<file path="config.mk">
export PLATFORM = sky130hd
export DESIGN_NAME = rotary_quad_sequencer
export DESIGN_NICKNAME = d
export VERILOG_FILES = /design/src/rtl/rotary_pkg.sv /design/src/rtl/rotary_tick_gen.sv /design/src/rtl/rotary_quad_sequencer.sv
export SDC_FILE = /design/constraint.sdc
export NUM_CORES = 1
export LEC_CHECK = 0
export CORE_UTILIZATION = 35
export DETAILED_ROUTE_END_ITERATION = 10
export GPL_ROUTABILITY_DRIVEN = 0
export GPL_TIMING_DRIVEN = 0
export SLEW_MARGIN = 20
export SYNTH_ARGS = -nofsm -noshare
export SYNTH_HDL_FRONTEND = slang
export SYNTH_HIERARCHICAL = 1
export SYNTH_SLANG_ARGS = --single-unit
</file>
<file path="constraint.sdc">
create_clock -name clk_in -period 2.85 [get_ports clk_in]
set_input_delay 0.285 -clock clk_in [delete_from_list [all_inputs] [get_ports clk_in]]
set_output_delay 0.285 -clock clk_in [all_outputs]
set_load 0.1 [all_outputs]
</file>
<file path="src/rtl/rotary_pkg.sv">
// rotary_pkg
// Shared definitions for the rotary-encoder test stimulus sequencer:
// FSM state type, 2-bit (A,B) phase encodings, direction constants and the
// quadrature phase-advance helper.
package rotary_pkg;

  typedef enum logic {
    ST_IDLE = 1'b0,
    ST_RUN  = 1'b1
  } seq_state_e;

  // Phase encodings are {A,B}
  localparam logic [1:0] PH_00 = 2'b00;
  localparam logic [1:0] PH_10 = 2'b10;
  localparam logic [1:0] PH_11 = 2'b11;
  localparam logic [1:0] PH_01 = 2'b01;

  localparam logic DIR_CCW = 1'b0;
  localparam logic DIR_CW  = 1'b1;

  // One quadrature step; exactly one of A/B toggles.
  // CW: 00->10->11->01->00, CCW is the reverse.
  function automatic logic [1:0] phase_step(input logic [1:0] ph, input logic dir);
    logic [1:0] nxt;
    nxt = PH_00;
    case (ph)
      PH_00:   nxt = (dir == DIR_CW) ? PH_10 : PH_01;
      PH_10:   nxt = (dir == DIR_CW) ? PH_11 : PH_00;
      PH_11:   nxt = (dir == DIR_CW) ? PH_01 : PH_10;
      PH_01:   nxt = (dir == DIR_CW) ? PH_00 : PH_11;
      default: nxt = PH_00;
    endcase
    return nxt;
  endfunction

endpackage

</file>
<file path="src/rtl/rotary_tick_gen.sv">
// rotary_tick_gen
// Loadable down-counter prescaler. tick_o is high whenever the count is 0.
// Ports:
//   clk_i      clock
//   rst_ni     asynchronous active-low reset (count -> 0)
//   load_i     load load_val_i (has priority over en_i)
//   en_i       decrement by one (saturates at 0)
//   load_val_i reload value
//   tick_o     count == 0
module rotary_tick_gen #(
  parameter int unsigned WIDTH = 8
) (
  input  logic             clk_i,
  input  logic             rst_ni,
  input  logic             load_i,
  input  logic             en_i,
  input  logic [WIDTH-1:0] load_val_i,
  output logic             tick_o
);

  logic [WIDTH-1:0] cnt_q;
  logic [WIDTH-1:0] cnt_d;

  always_comb begin
    cnt_d = cnt_q;
    if (load_i) begin
      cnt_d = load_val_i;
    end else if (en_i && (cnt_q != '0)) begin
      cnt_d = cnt_q - WIDTH'(1);
    end
  end

  always_ff @(posedge clk_i or negedge rst_ni) begin
    if (!rst_ni) begin
      cnt_q <= '0;
    end else begin
      cnt_q <= cnt_d;
    end
  end

  assign tick_o = (cnt_q == '0);

endmodule

</file>
<file path="src/rtl/rotary_quad_sequencer.sv">
// rotary_quad_sequencer
// Self-test stimulus controller for the rotary-encoder decoder. On a start
// command it emits `steps` quadrature edges on rt_a/rt_b in direction `dir`,
// holding each A/B state period+1 cycles, and tracks a reference position.
// Ports:
//   clk_in, reset_n         clock, asynchronous active-low reset
//   start, dir, steps,      run command (sampled in IDLE only)
//   period
//   abort                   terminate a run in progress
//   rt_a, rt_b              registered quadrature outputs
//   busy                    run active
//   done                    one-cycle pulse at completion / abort / zero-step start
//   aborted                 last run ended by abort
//   edges_left              remaining edges in the current run
//   pos                     reference position (+1 CW edge, -1 CCW edge)
module rotary_quad_sequencer
  import rotary_pkg::*;
#(
  parameter int unsigned STEPS_W  = 8,
  parameter int unsigned PERIOD_W = 8,
  parameter int unsigned POS_W    = 8
) (
  input  logic                clk_in,
  input  logic                reset_n,
  input  logic                start,
  input  logic                dir,
  input  logic [STEPS_W-1:0]  steps,
  input  logic [PERIOD_W-1:0] period,
  input  logic                abort,
  output logic                rt_a,
  output logic                rt_b,
  output logic                busy,
  output logic                done,
  output logic                aborted,
  output logic [STEPS_W-1:0]  edges_left,
  output logic [POS_W-1:0]    pos
);

  seq_state_e          state_q, state_d;
  logic [1:0]          phase_q, phase_d;
  logic                dir_q, dir_d;
  logic [PERIOD_W-1:0] period_q, period_d;
  logic [STEPS_W-1:0]  edges_q, edges_d;
  logic [POS_W-1:0]    pos_q, pos_d;
  logic                done_q, done_d;
  logic                aborted_q, aborted_d;

  logic                tick;
  logic                pre_load;
  logic                pre_en;
  logic [PERIOD_W-1:0] pre_val;
  logic                last_edge;

  assign last_edge = (edges_q == STEPS_W'(1));

  rotary_tick_gen #(
    .WIDTH (PERIOD_W)
  ) u_tick_gen (
    .clk_i      (clk_in),
    .rst_ni     (reset_n),
    .load_i     (pre_load),
    .en_i       (pre_en),
    .load_val_i (pre_val),
    .tick_o     (tick)
  );

  // State register
  always_ff @(posedge clk_in or negedge reset_n) begin
    if (!reset_n) begin
      state_q <= ST_IDLE;
    end else begin
      state_q <= state_d;
    end
  end

  // Next-state logic; abort takes priority over a coincident tick
  always_comb begin
    state_d = state_q;
    case (state_q)
      ST_IDLE: if (start && (steps != '0)) state_d = ST_RUN;
      ST_RUN: begin
        if (abort) begin
          state_d = ST_IDLE;
        end else if (tick && last_edge) begin
          state_d = ST_IDLE;
        end
      end
      default: state_d = ST_IDLE;
    endcase
  end

  // Datapath next-state: command latch, phase, edge counter, position
  always_comb begin
    phase_d   = phase_q;
    dir_d     = dir_q;
    period_d  = period_q;
    edges_d   = edges_q;
    pos_d     = pos_q;
    done_d    = 1'b0;
    aborted_d = aborted_q;
    pre_load  = 1'b0;
    pre_en    = 1'b0;
    pre_val   = period_q;
    case (state_q)
      ST_IDLE: begin
        if (start) begin
          if (steps != '0) begin
            dir_d     = dir;
            period_d  = period;
            edges_d   = steps;
            aborted_d = 1'b0;
            pre_load  = 1'b1;
            pre_val   = period;
          end else begin
            done_d = 1'b1;
          end
        end
      end
      ST_RUN: begin
        if (abort) begin
          done_d    = 1'b1;
          aborted_d = 1'b1;
        end else if (tick) begin
          phase_d  = phase_step(phase_q, dir_q);
          edges_d  = edges_q - STEPS_W'(1);
          pos_d    = (dir_q == DIR_CW) ? pos_q + POS_W'(1) : pos_q - POS_W'(1);
          pre_load = 1'b1;
          done_d   = last_edge;
        end else begin
          pre_en = 1'b1;
        end
      end
      default: ;
    endcase
  end

  always_ff @(posedge clk_in or negedge reset_n) begin
    if (!reset_n) begin
      phase_q   <= PH_00;
      dir_q     <= DIR_CCW;
      period_q  <= '0;
      edges_q   <= '0;
      pos_q     <= '0;
      done_q    <= 1'b0;
      aborted_q <= 1'b0;
    end else begin
      phase_q   <= phase_d;
      dir_q     <= dir_d;
      period_q  <= period_d;
      edges_q   <= edges_d;
      pos_q     <= pos_d;
      done_q    <= done_d;
      aborted_q <= aborted_d;
    end
  end

  // Outputs
  always_comb begin
    rt_a       = phase_q[1];
    rt_b       = phase_q[0];
    busy       = (state_q == ST_RUN);
    done       = done_q;
    aborted    = aborted_q;
    edges_left = edges_q;
    pos        = pos_q;
  end

endmodule

</file>
* After elaboration in Yosys (flattened, before gate mapping)
Index checks and enable logic that the tools add are counted.
** Storage, ports and cells
- Flip-flop bits (word level) :: 38
- Input bits :: 21
- Output and inout port bits :: 21
- Logic and storage cells :: 73
** Operators by class
- Add/sub/neg operators :: 4
- Eq/ne operators :: 9
- Muxes and demuxes :: 37
- Bitwise gates (word level) :: 2
- Reductions and logical operators :: 12
** Operators with widths (number)
- $mux W8 :: 10
- $sub A8 B1 Y8 const B :: 3
- $mux W1 :: 17
- $pmux W8 S2 :: 1
- $reduce_bool A8 Y1 :: 2
- $reduce_and A3 Y1 :: 3
- $add A8 B1 Y8 const B :: 1
- $eq A8 B1 Y1 const B :: 1
- $logic_not A8 Y1 :: 1
- $mux W2 :: 4
- $ne A2 B2 Y1 const B :: 4
- $pmux W1 S2 :: 4
- $pmux W2 S4 :: 1
- $eq A2 B2 Y1 const B :: 2
- $reduce_and A4 Y1 :: 1
- $logic_and A1 B1 Y1 :: 3
- $eq A2 B1 Y1 const B :: 1
- $logic_not A2 Y1 :: 1
- $ne A2 B1 Y1 const B :: 1
- $not A1 Y1 :: 2
- $reduce_bool A2 Y1 :: 1

* Depth between registers and ports, before layout
- Word-level depth :: 7
- Gate-level depth with buffers :: 14
- Mapped depth without buffers :: 10

* Modules after synthesis
The synthesis kept the hierarchy.
** Modules (own cells, without submodules)
- rotary_quad_sequencer :: times used 1, cells each 170, area each 1706.6 um2, sequential area each 750.7 um2
- rotary_tick_gen :: times used 1, cells each 68, area each 575.6 um2, sequential area each 200.2 um2

* Worst setup path before layout
No wires, ideal clock.
- Path type :: register -> register
- Start :: register u_tick_gen.cnt_q[0]
- End :: register u_tick_gen.cnt_q[5]
- Library setup time :: 0.101 ns
- Data arrival time :: 2.645 ns
- Data required time :: 2.749 ns
- Setup slack :: 0.104 ns
- Stages on the path, launching flop included :: 14
- Buffers on the path :: 4
- Clock period less this slack :: 2.746 ns
- Cells stage by stage :: dfrtp_1 inv_1 ha_1 or3b_2 clkbuf_1 nor2_1 nand3b_1 nor2b_2 buf_6 inv_2 buf_6 clkbuf_1 a211oi_1 nor4_1
** Between the ends
- Elaborated cells on any way between the ends :: 13
- Classes of those cells :: add/sub (1); mux (8); reduce/logical (4)
** RTL lines
- start, declared :: RTL line rotary_tick_gen.sv:21 : logic [WIDTH-1:0] cnt_q;
- start signal, assigned :: RTL line rotary_tick_gen.sv:37 : cnt_q <= cnt_d;
- $logic_not A8 Y1 (*) :: RTL line rotary_tick_gen.sv:41 : assign tick_o = (cnt_q == '0);
- via tick :: RTL line rotary_quad_sequencer.sv:48 : logic tick;
- $mux W1 (*) :: RTL line rotary_quad_sequencer.sv:123 : end else if (tick) begin
- $mux W1 (*) :: RTL line rotary_quad_sequencer.sv:120 : if (abort) begin
- $pmux W1 S2 (*) :: RTL line rotary_quad_sequencer.sv:104 : case (state_q)
- via pre_load :: RTL line rotary_quad_sequencer.sv:49 : logic pre_load;
- $mux W8 / $reduce_bool A2 Y1 (equally long branches)
The timed path passes the listed nets; every way through them passes the cells marked *. The select of a mux whose other input is x is not followed.
A chain may end at the register's enable or synchronous reset.

* Worst setup path after layout
- Start :: register u_tick_gen.cnt_q[3]
- End :: register u_tick_gen.cnt_q[5]
The elaborated chain is that of the path after synthesis.

==> summary.txt <==
DR iter-0 viols: 68
Die Ht: 82.8 um
number of global-route vias before repair: 1800
number of I/O pins: 42
Peak VDD IR: 728 uV
R2R Path Start: u_tick_gen/cnt_q[3]$_DFFE_PN0P_
worst-skew pair later-pin latency: 300 ps
Slew headroom: 34.2%
max-slew violation count: 0
Setup crit start: u_tick_gen/cnt_q[3]$_DFFE_PN0P_
Crit path top cell by count: buf_6
Slowest-stage cell, CP: or4_1
Setup Crit Path Kind: register to register
skew final: 7.03 ps
Layout Nets: 320
leakage power: 0.00120 uW
first-pass GRT wire length: 8390 um
CP delay by family, top: simple AND/OR/NAND/NOR gates
Clock Path Buffers: 2
ys async rst share: 100%
routed length per instance: 14.3 um
Critical Path Stages: 11
initial core utilization: 36.1%
synthesis-stage register bit count: 38
reg-to-reg slack, setup: 150 ps
final core utilization: 46.3%
clock-pin slew on the worst setup and hold paths: 80 ps
most common cell after layout, fill and taps aside: clkdlybuf4s50_1
distinct cell type count after synthesis: 56
HPWL after DPL: 3760 um
most frequent cells in the layout: clkdlybuf4s50_1 (40), dfrtp_1 (38), nand2_1 (20)
Buffers & Inverters on Critical Path: 5
die area: 6850 um^2
drc violations: 0
setup TNS: 0 ps
Critical Path End Type: register
drt via density: 5.35
worst setup margin: 150 ps
Placement Setup Slack: -490 ps
sw power: 1800 uW
status: complete, no violations
number of CTS-inserted buffers: 5
layout cells sized above 1: 13.5%
initial antenna violation count: 0
Data required, critical path: 3050 ps
final antenna-violating net count: 0
worst hold slack: 372 ps
Post-Syn Area: 2280 um^2
Total Routing Usage GR: 16.4%
worst hold path class: primary input to asynchronous set/reset pin
Post-synth EDFFs: 0
critical-path maximum fanout: 17
syn avg cell area: 9.59 um^2
RSZ-0062 raised after global routing: false
crit start category: register
Num Clock Sinks: 38
vias post-DR: 1957
critical path cell sequence: or4_1 -> clkbuf_2 -> nor2_4 -> nand3b_1 -> nor2b_2 -> buf_6 -> inv_2 -> buf_6 -> clkbuf_4 -> a211oi_1 -> nor4_1
GRT Residual Overflow: 0
Layout area overhead: 28.1%
Final min period: 2700 ps
CTS tree: built
Internal: 1570 uW
sequential share of power: 27.3%
largest net degree at the start of global routing: 31
Register-to-Register Path Depth: 11
fmax: 370 MHz
clock group share of total power: 11.8%
final hold vios: 0
root buf cell: clkbuf_8
synthesized instance count: 238
end of the critical path: u_tick_gen/cnt_q[5]$_DFFE_PN0P_
core outline area: 6310 um^2
FF-to-FF End: u_tick_gen/cnt_q[5]$_DFFE_PN0P_
Gate power share: 60.9%
final setup violation count: 0
Routed WL: 5240 um
# H-tree levels: 2
Worst Path Arrival: 2900 ps
number of core rows: 29
worst slew pin tran: 985 ps
max_cap viols: 0
I/O Buffers: 41
Detailed Routing Iterations Pass 1: 4
Most used DFF post-synth: dfrtp_1
Final period util: 94.7%
sequential-to-total area share from yosys stat: 41.7%
PD cells: 1150 nW/um^2
Post-Syn Nets: 270
Max stage delay on crit path: 540 ps
Die W: 82.8 um
Sw Share: 53.3%
Yosys warnings: 6
number of diodes: 0
timing repair:
item / CTS / global route
resized for setup: 5 / 1
setup endpoints to repair: 8 / 8
gates cloned: 0 / 0
hold buffers: 1 / 0
buffers inserted: 1 / 0
endpoints found under the hold margin: 8 / 0
pin swaps: 1 / 0
registers in the layout, summed over array words and instances (netlist names):
name              count
busy                  1
period_q              8
u_tick_gen/cnt_q      8
aborted               1
phase_q               2
edges_left            8
done                  1
dir_q                 1
pos                   8
Yosys cell counts, drive strengths merged, types with 4 or more instances:
cell / n / area share, %
a21oi: 18 / 4.1
buf: 6 / 2.0
clkbuf: 7 / 1.2
dfrtp: 38 / 42
ha: 10 / 5.5
inv: 12 / 2.0
mux2: 9 / 4.4
nand2: 20 / 3.3
nand2b: 4 / 1.4
nand3: 6 / 1.3
nor2: 16 / 2.6
nor2b: 7 / 2.0
nor3: 5 / 1.1
nor3b: 5 / 1.6
nor4: 4 / 1.6
o211ai: 4 / 1.3
o21ai: 17 / 3.7
xnor2: 5 / 1.9
per-stage QoR:
stage	instances	instance area (um^2)	total power (uW)
2_1_floorplan	238	2280	2490
3_3_place_gp	356	2790	2940
3_5_place_dp	357	2800	2970
4_1_cts	366	2920	3390
5_1_grt	366	2920	3580
6_report	366	2920	3370
how the worst min path moves through the flow:
stage / startpoint / endpoint / slack, ps
final: reset_n / phase_q[0]$_DFFE_PN0P_ / 370
after global routing: reset_n / pos[1]$_DFFE_PN0P_ / 400
after CTS: reset_n / pos[5]$_DFFE_PN0P_ / 370
after detailed placement: reset_n / pos[0]$_DFFE_PN0P_ / 170
after global placement: pos[7]$_DFFE_PN0P_ / pos[7]$_DFFE_PN0P_ / 460
after floorplan: reset_n / aborted$_DFFE_PN0P_ / -10
metal layers:
layer	track usage, %	up-vias	part of all wire, %
met5	0	-	0
met4	6.90	0	1.8
met3	3.30	8	3.5
met2	27.0	42	48
met1	20.7	951	47
li1	-	956	-
cell families (layout without fill, tap and decap cells):
family / count (synthesis) / count (layout) / share of synthesized area [%]
DFF: 38 / 38 / 41.7
and+or+nand+nor: 83 / 83 / 21.1
xor gates and xnor gates: 8 / 8 / 3.07
adders and majority gates: 11 / 11 / 6.36
buffers and inverters: 25 / 76 / 5.15
AOI/OAI and AO/OA: 63 / 63 / 17.8
muxes: 10 / 10 / 4.88
area by class of cell:
class / count / area, um^2
Buffer: 12 / 73.8
Clock buffer: 7 / 86.3
Tap cell: 77 / 96.3
Clock inverter: 1 / 5.00
Multi-Input combinational cell: 175 / 1220
Timing Repair Buffer: 44 / 443
Fill cell: 625 / 3390
Sequential cell: 38 / 951
Inverter: 12 / 45.0
power groups by stage:
stage               Clock [uW]  Sequential [uW]  Combinational, uW
finish                     398              920               2050
global placement             0              929               2010
CTS                        415              923               2050
floorplan                    0             1750                738
detailed placement           0              931               2040
global route               434              955               2190
Power figures use the tool's default switching activity.
